<file path="src/rtl/ss_arbiter.sv">
// ss_arbiter: round-robin owner of the seven-segment display with minimum hold and a one-cycle blank on handover.
// Optional SS_ARB_LOCK_EN: PB[0] press toggles an ownership lock that suppresses preemption.
module ss_arbiter #(
    parameter int NREQ        = 4,
    parameter int SEGMENT_W   = 8,
    parameter int DISPLAY_W   = 6,
    parameter int PB_W        = 4,
    parameter int HOLD_CYCLES = 50_000_000
) (
    input  logic                                          CLK,
    input  logic                                          nRST,
    input  logic [NREQ-1:0]                               req,
    input  logic [NREQ-1:0][DISPLAY_W-1:0][SEGMENT_W-1:0] data,
    input  logic [PB_W-1:0]                               PB,
    output logic [NREQ-1:0]                               grant,
    output logic [$clog2(NREQ)-1:0]                       owner,
    output logic                                          locked,
    output logic [DISPLAY_W-1:0][SEGMENT_W-1:0]           SS
);
    localparam int OW = $clog2(NREQ);
    localparam int CW = $clog2(HOLD_CYCLES + 1);
    typedef enum logic [1:0] {IDLE, OWN, BLANK} state_t;
    state_t state, state_n;
    logic [OW-1:0] last, sel;
    logic [CW-1:0] cnt;
    logic drop, preempt, leave, take, lock_q, unused_pb;
    logic [NREQ-1:0] grant_n;
    logic [DISPLAY_W-1:0][SEGMENT_W-1:0] ss_n;
    int j;

    // Scan downward so the requester nearest after last is written last and wins.
    always_comb begin
        sel = '0;
        j = 0;
        for (int i = NREQ; i >= 1; i--) begin
            j = (int'(last) + i) % NREQ;
            if (req[j[OW-1:0]]) sel = j[OW-1:0];
        end
    end

    assign drop    = (state == OWN) && !req[owner];
    assign preempt = (state == OWN) && (cnt == CW'(HOLD_CYCLES)) && |(req & ~grant) && !lock_q;
    assign leave   = drop || preempt;
    assign take    = (state != OWN) && |req;

    always_ff @(posedge CLK or negedge nRST) begin
        if (!nRST) state <= IDLE;
        else       state <= state_n;
    end

    always_comb begin
        state_n = (state == OWN) ? (leave ? BLANK : OWN) : (|req ? OWN : IDLE);
    end

    always_comb begin
        grant_n = take ? (NREQ'(1) << sel) : (leave ? '0 : grant);
        ss_n    = (state == OWN && !leave) ? data[owner] : '1;
    end

    always_ff @(posedge CLK or negedge nRST) begin
        if (!nRST) begin
            grant <= '0;
            owner <= '0;
            last  <= OW'(NREQ - 1);
            cnt   <= '0;
            SS    <= '1;
        end else begin
            grant <= grant_n;
            SS    <= ss_n;
            if (take) begin
                owner <= sel;
                cnt   <= '0;
            end else if (leave) begin
                owner <= '0;
                last  <= owner;
            end else if (state == OWN && cnt != CW'(HOLD_CYCLES)) begin
                cnt <= cnt + 1'b1;
            end
        end
    end

    assign unused_pb = ^PB;

`ifdef SS_ARB_LOCK_EN
    // pb_q[1:0] synchronise PB[0]; pb_q[2] holds the previous synchronised value for edge detect.
    logic [2:0] pb_q;
    always_ff @(posedge CLK or negedge nRST) begin
        if (!nRST) begin
            pb_q   <= '1;
            lock_q <= 1'b0;
        end else begin
            pb_q   <= {pb_q[1:0], PB[0]};
            lock_q <= leave ? 1'b0 : ((state == OWN && pb_q[2] && !pb_q[1]) ? ~lock_q : lock_q);
        end
    end
`else
    assign lock_q = 1'b0;
`endif

    assign locked = lock_q;
endmodule

</file>
<file path="config.mk">
export PLATFORM = sky130hd
export DESIGN_NAME = ss_arbiter
export DESIGN_NICKNAME = d
export VERILOG_FILES = /design/src/rtl/ss_arbiter.sv
export SDC_FILE = /design/constraint.sdc
export NUM_CORES = 1
export LEC_CHECK = 0
export ABC_AREA = 1
export CELL_PAD_IN_SITES_DETAIL_PLACEMENT = 1
export CELL_PAD_IN_SITES_GLOBAL_PLACEMENT = 2
export CORE_ASPECT_RATIO = 0.8
export CORE_MARGIN = 4
export CORE_UTILIZATION = 29
export CTS_CLUSTER_DIAMETER = 150
export DETAILED_ROUTE_END_ITERATION = 16
export DONT_BUFFER_PORTS = 1
export HOLD_SLACK_MARGIN = 0.12
export PLACE_DENSITY_LB_ADDON = 0.25
export SLEW_MARGIN = 20
export SYNTH_ARGS = -nofsm -noshare
export SYNTH_HDL_FRONTEND = slang
export SYNTH_SLANG_ARGS = --single-unit
</file>
<file path="constraint.sdc">
create_clock -name CLK -period 1.5 [get_ports CLK]
set_input_delay 0.15 -clock CLK [delete_from_list [all_inputs] [get_ports CLK]]
set_output_delay 0.15 -clock CLK [all_outputs]
set_load 0.03 [all_outputs]
</file>
==> impl_metrics.tcl, run 1 <==
set metrics [dict create \
    status "complete, but fails checks" \
    post-route-min-period_ns 1.76 \
    port_buffers 0 \
    power.leakage_nw 3.86 \
    initial_core_util 0.296 \
    core_sq_um 19100 \
    wl_mm 27.3 \
    clkLatencyLatePin_ns 0.35 \
    ios 257 \
    finalSetupViolations 84 \
    worstSetupPathType "reg2reg" \
    grt_setup_unrepaired "yes" \
    wl_per_cell_um 19.7 \
    worst_pin_slew_ns 0.636 \
    firstDrtPassIters 5 \
    ys_ff_latch 84 \
    final-max-slew-violation-count 0 \
    gr-usage-all-layers 0.247 \
    powerDensity_nw_per_um2 1620 \
    hold_violations 84 \
    use_met3 0.0751 \
    clk_pin_slew_worst_paths_ns 0.07 \
    drive_above_1_share 0.211 \
    fin_crit_sh 1.17 \
    busiest_layer "met2" \
    grt_overflow 0 \
    p_int_mw 7.34 \
    fin_ws_ns -0.262 \
    grt_pass1_vias 7805 \
    cp_data_required_time_ns 1.78 \
    ys_seq_area_frac 0.383 \
    ys_warn_count 0 \
    ff_latch_area_sq_um 2170 \
    syn_avg_cell_area_sq_um 6.50 \
    num_rows 45 \
    cts_hold_buf 181 \
    synthCells 871 \
    grt_max_degree 85 \
    p_total_mw 14.4 \
    ys_types 29 \
    clock-sinks 84 \
    grt_first_pass_wirelength_mm 42.7 \
    peakVddDrop_uv 664 \
    cts_buffer_depth 2 \
    cts_tree "done" \
    fmaxAchievable_mhz 568 \
    netlist_area_sq_um 5660 \
    synthToLayoutAreaGrowth_pct 57.1 \
    slew_headroom 0.576 \
    final_common_cell "nor2_1" \
    place_congestion 0.880 \
    finalClockSkew_ns 0.0107 \
    drc 0 \
    syn-num-nets 1075 \
    arrival_ns 2.04 \
    fin_hold_ws_ns -0.498 \
    start_kind "flip-flop" \
    cts-root-buf "clkbuf_16" \
    dp_hpwl_mm 16.4 \
    seq_power_share 0.312 \
    regToRegSetupSlack_ns -0.26 \
    violations "negative hold slack, negative setup slack" \
    cts-buffers-inserted 9 \
    crit_fanout 18 \
    vias_per_cell 5.02 \
    antenna_found_initial 4 \
    min_path_type "in2async" \
    die_h_um 133 \
    met2_usage 0.429 \
    p_clk_frac 0.163 \
    h-tree-depth 3 \
    ant_nets 0 \
    utilization 0.466 \
    layout.nets 1320 \
    vias 6942 \
    switching_share 0.491 \
    maxCapViolCount 0 \
    multi_input_area_sq_um 3220 \
    drtIter0Drc 312 \
    floorplan.die_area_sq_um 21800 \
    endpoint_kind "flip-flop" \
    fill_cells 2387 \
    p_comb_frac 0.525 \
    switchingPower_mw 7.08 \
    die_w_um 164 \
    met1_usage 0.282 \
    layout_common_cells "267 x nor2_1, 181 x dlygate4sd3_1, 172 x nand2_1" \
]
[worst max-delay path: stages (launching register included)]
cell,delay (ns)
dfrtp_1,0.40
inv_1,0.08
ha_2,0.18
nand2_2,0.06
nor2_2,0.10
nand2_1,0.06
nor2_1,0.10
nand3_1,0.12
nand2_4,0.20
nor2_4,0.09
clkbuf_16,0.21
nand3_1,0.09
[path summary, 6_finish.rpt]
kind	cells after the start	start	end
setup / recovery	11	cnt[1]	SS[1]
hold / removal	0	nRST	cnt[1]
setup reg to reg	11	cnt[1]	SS[1]
hold reg to reg	2	cnt[9]	cnt[9]
max in group asynchronous	0	nRST	SS[30]
min in group CLK	4	data[39]	SS[39]
[power groups by stage]
stage	registers, mW	clock network [mW]	logic, mW
4_1_cts	4.51	2.44	6.90
2_1_floorplan	4.48	0	4.28
3_3_place_gp	4.52	0	5.80
5_1_grt	4.55	2.52	8.30
3_5_place_dp	4.53	0	6.04
6_report	4.50	2.35	7.57
[sequential cells by signal, summed over array words and instances (netlist names)]
register and cells:
SS 48, cnt 26, grant 4, last 2, owner 2, state 2
[layout make-up]
type,instances,area share
Tap cell,258,0.0363
Sequential cell,84,0.244
Clock buffer,11,0.0273
Multi-Input combinational cell,692,0.362
Clock inverter,5,0.00690
Timing Repair Buffer,282,0.302
Antenna cell,5,0.00141
Inverter,47,0.0198
[kinds of logic after synthesis]
kind of cell | Yosys count | synth area share
AO/OA/AOI/OAI | 132 | 0.117
other | 1 | 0.000663
buffers and inverters | 96 | 0.0723
XOR/XNOR | 13 | 0.0201
AND/OR/NAND/NOR | 543 | 0.403
flip-flops | 84 | 0.383
adder cells (fa/ha/maj) | 2 | 0.00442
[timing repair]
action                                  CTS  global route
setup buffers                             5             3
hold endpoints to repair                132            84
gates cloned                              1             1
endpoints found under the setup margin   84            86
gates resized for setup                  29            19
pin swaps                                 3             2
[synth_stat cells]
master,instances,share of area
nor2_1,271,0.18
nand2_1,188,0.12
o21ai_0,123,0.11
nand3_1,52,0.046
dfstp_2,50,0.23
inv_1,43,0.029
dfrtp_1,34,0.15
nand3_2,20,0.035
clkbuf_1,19,0.013
buf_2,16,0.014
xor2_1,10,0.015
buf_1,8,0.0053
a21oi_1,4,0.0035
inv_2,4,0.0027
o21ai_1,4,0.0035
buf_6,3,0.0060
nand2_2,3,0.0033
nor2_4,3,0.0060
xnor2_1,3,0.0046
clkbuf_2,2,0.0018
ha_1,2,0.0044
nor2_2,2,0.0022
buf_4,1,0.0013
conb_1,1,0.00066
nand2_4,1,0.0020
nand3b_1,1,0.0013
nor3_1,1,0.00088
o211ai_1,1,0.0013
or2_2,1,0.0011
[per-layer routing]
metal | vias to the layer above | wire, um
met5 | - | 0
met4 | 0 | 972
met3 | 72 | 2070
met2 | 277 | 13500
met1 | 3353 | 10700
li1 | 3240 | -
[metrics by stage]
stage                     setup slack [ns]  setup TNS [ns]  instances  area (sq um)
after detailed placement            -0.437          -18.71       1173          6490
final                               -0.262          -18.64       1384          8890
after global placement              -0.353          -13.31       1173          6490
after CTS                           -0.240          -15.85       1376          8770
after floorplan                    -0.0697           -2.68        871          5680
after global routing                -0.376          -28.06       1383          8890
Power figures use the tool's default switching activity.
==> inputs of run 2 (changes only) <==
Settings changed: ABC_AREA 1 to not set, CORE_UTILIZATION 29 to 30.
==> run 2 against run 1 <==
  * The run still ends with negative hold slack, negative setup slack left
  * Clock power decreased by 2%
  * First-iteration DRC count is 56% lower
  * Clock skew shrank 0.0042 ns
  * Non-clock buffer count down 171
  * Synthesized cell count fell by 57%
  * Global-route usage fell by 7.9 points
  * Via count shrank 48%
  * Critical path type unchanged
  * Largest power group unchanged
==> impl_metrics.tcl, run 2 <==
set metrics [dict create \
    status "complete, but fails checks" \
    violations "negative hold slack, negative setup slack" \
    p_total_mw 12.7 \
    clk_pin_slew_worst_paths_ns 0.06 \
    final-max-slew-violation-count 0 \
    wl_mm 15.7 \
    vias 3633 \
    place_congestion 0.762 \
    port_buffers 0 \
    worstRegToRegCells 6 \
    clkLatencyLatePin_ns 0.34 \
    cts-root-buf "clkbuf_16" \
    synthCells 372 \
    die_h_um 121 \
    gr-usage-all-layers 0.168 \
    grt_pass1_vias 4061 \
    largestRegisters "SS (48), cnt (26), grant (4)" \
    synth_area_leader_cell "dfstp_2" \
    final_common_cell "buf_4" \
    cts_hold_buf 33 \
    clock-sinks 84 \
    grt_first_pass_wirelength_mm 23.0 \
    utilization 0.431 \
    cts_buffer_depth 2 \
    worstSetupPathType "reg2reg" \
    firstDrtPassIters 4 \
    async_flop_share 1.00 \
    core_sq_um 15300 \
    largest_reg_flops 48 \
    cts_tree "done" \
    syn-num-nets 576 \
    floorplan.die_area_sq_um 17900 \
    syn_avg_cell_area_sq_um 12.8 \
    vias_per_cell 5.33 \
    fill_cells 1589 \
    ys_seq_area_frac 0.456 \
    netlist_area_sq_um 4750 \
    die_w_um 149 \
    worst_pin_slew_ns 0.723 \
    slew_headroom 0.518 \
    maxCapViolCount 0 \
    ant_nets 0 \
    layout.nets 671 \
    ios 257 \
    ys_warn_count 0 \
    hold_violations 84 \
    finalSetupViolations 84 \
    dp_hpwl_mm 11.4 \
    antenna_found_initial 0 \
    path_cells "mux4_2, mux2_4, o21ai_4, buf_12, or4_4, a21oi_2" \
    critPathTopFamily "multiplexers" \
    arrival_ns 2.18 \
    power.leakage_nw 2.48 \
    finalClockSkew_ns 0.00657 \
    reg2reg_to "cnt[17]" \
    grt_max_degree 85 \
    drc 0 \
    fin_crit_sh 1.27 \
    synth_edf_count 0 \
    endpoint_kind "flip-flop" \
    synthTopCellsByCount "53 x nand2b_1, 50 x dfstp_2, 49 x mux4_2, 34 x dfrtp_1, 19 x clkbuf_1" \
    synth_top_cell_area_share 0.277 \
    ff_latch_area_sq_um 2170 \
    initial_core_util 0.311 \
    ys_types 48 \
    crit_fanout 11 \
    fin_ws_ns -0.409 \
    regMostFlops "SS" \
    h-tree-depth 3 \
    crit_buf_inv 1 \
    drtIter0Drc 136 \
    layout_common_cells "59 x buf_4, 50 x dfstp_2, 49 x mux4_2" \
    grt_setup_unrepaired "yes" \
    synthTopCellsByArea "dfstp_2 28%, mux4_2 23%, dfrtp_1 18%" \
    cp_data_required_time_ns 1.77 \
    synthMostInstantiatedCell "nand2b_1" \
    regToRegSetupSlack_ns -0.41 \
    drive_above_1_share 0.542 \
    min_path_type "in2async" \
    slowest_stage "or4_4" \
    peakVddDrop_uv 945 \
    num_rows 40 \
    post-route-min-period_ns 1.91 \
    fin_hold_ws_ns -0.492 \
    regToRegStartpoint "owner[1]" \
    multi_input_area_sq_um 2750 \
    grt_overflow 0 \
    ys_ff_latch 84 \
    powerDensity_nw_per_um2 1930 \
    synthFlopType "dfstp_2" \
    start_kind "flip-flop" \
    slowest_delay_ns 0.47 \
    diodes 0 \
    post-place-ws_ns -0.571 \
    fmaxAchievable_mhz 524 \
    wl_per_cell_um 23.0 \
    cts-buffers-inserted 9 \
    synthToLayoutAreaGrowth_pct 38.4 \
]
[run 2: where the power goes]
| part | switching [mW] | internal [mW] | total, mW |
|---|---|---|---|
| Sequential | 1.46 | 3.39 | 4.85 |
| Clock | 0.960 | 1.35 | 2.31 |
| Combinational | 2.52 | 3.01 | 5.52 |
[run 2: routing by layer]
metal	share of wire	up-vias	GRT usage	routed length (um)
li1	-	1580	-	-
met1	0.38	1870	0.199	5920
met2	0.52	171	0.290	8230
met3	0.088	12	0.0652	1390
met4	0.0097	0	0.0375	153
met5	0	-	0	0
[run 2: worst register-to-register path, delay by kind of cell (launching register included)]
| kind | cells | cell delay (ns) |
|---|---|---|
| compound gates | 2 | 0.22 |
| mux | 2 | 0.59 |
| buf+inv | 1 | 0.14 |
| flops | 1 | 0.41 |
| simple gates | 1 | 0.48 |
[run 2: worst max-delay path by stage]
stage,startpoint,end,slack (ns),cells after the start
detailed placement,cnt[4],grant[2],-0.57,6
global placement,cnt[4],grant[1],-0.54,6
floorplan,owner[1],cnt[12],-0.43,7
finish,owner[1],cnt[17],-0.41,6
global route,owner[1],cnt[17],-0.48,6
CTS,state[1],state[0],-0.44,7
[run 2: kinds of logic after synthesis]
| family | share of synthesized area |
|---|---|
| AO/OA/AOI/OAI | 0.0587 |
| XOR/XNOR | 0.0203 |
| adder cells (fa/ha/maj) | 0.00527 |
| buffers and inverters | 0.0358 |
| flip-flops | 0.456 |
| multiplexers | 0.249 |
| other | 0.000789 |
| AND/OR/NAND/NOR | 0.175 |
[run 2: cell type report]
cell class | instances | share of cell area
Multi-Input combinational cell | 249 | 0.419
Clock buffer | 10 | 0.0363
Tap cell | 210 | 0.0400
Timing Repair Buffer | 111 | 0.158
Inverter | 12 | 0.00685
Clock inverter | 6 | 0.0107
Sequential cell | 84 | 0.330
[run 2: repair_timing]
item / 4_1_cts / 5_1_grt
pin swaps: 18 / 17
resized for setup: 43 / 29
setup endpoints to repair: 84 / 85
hold endpoints to repair: 93 / 84
cloned: 3 / 0
setup buffers: 14 / 5
[run 2: through the flow]
stage / area (sq um) / std cells / TNS (ns)
2_1_floorplan: 4900 / 372 / -17.41
3_3_place_gp: 5460 / 616 / -33.69
3_5_place_dp: 5460 / 616 / -34.09
4_1_cts: 6390 / 679 / -30.64
5_1_grt: 6580 / 682 / -34.09
6_report: 6580 / 682 / -26.24
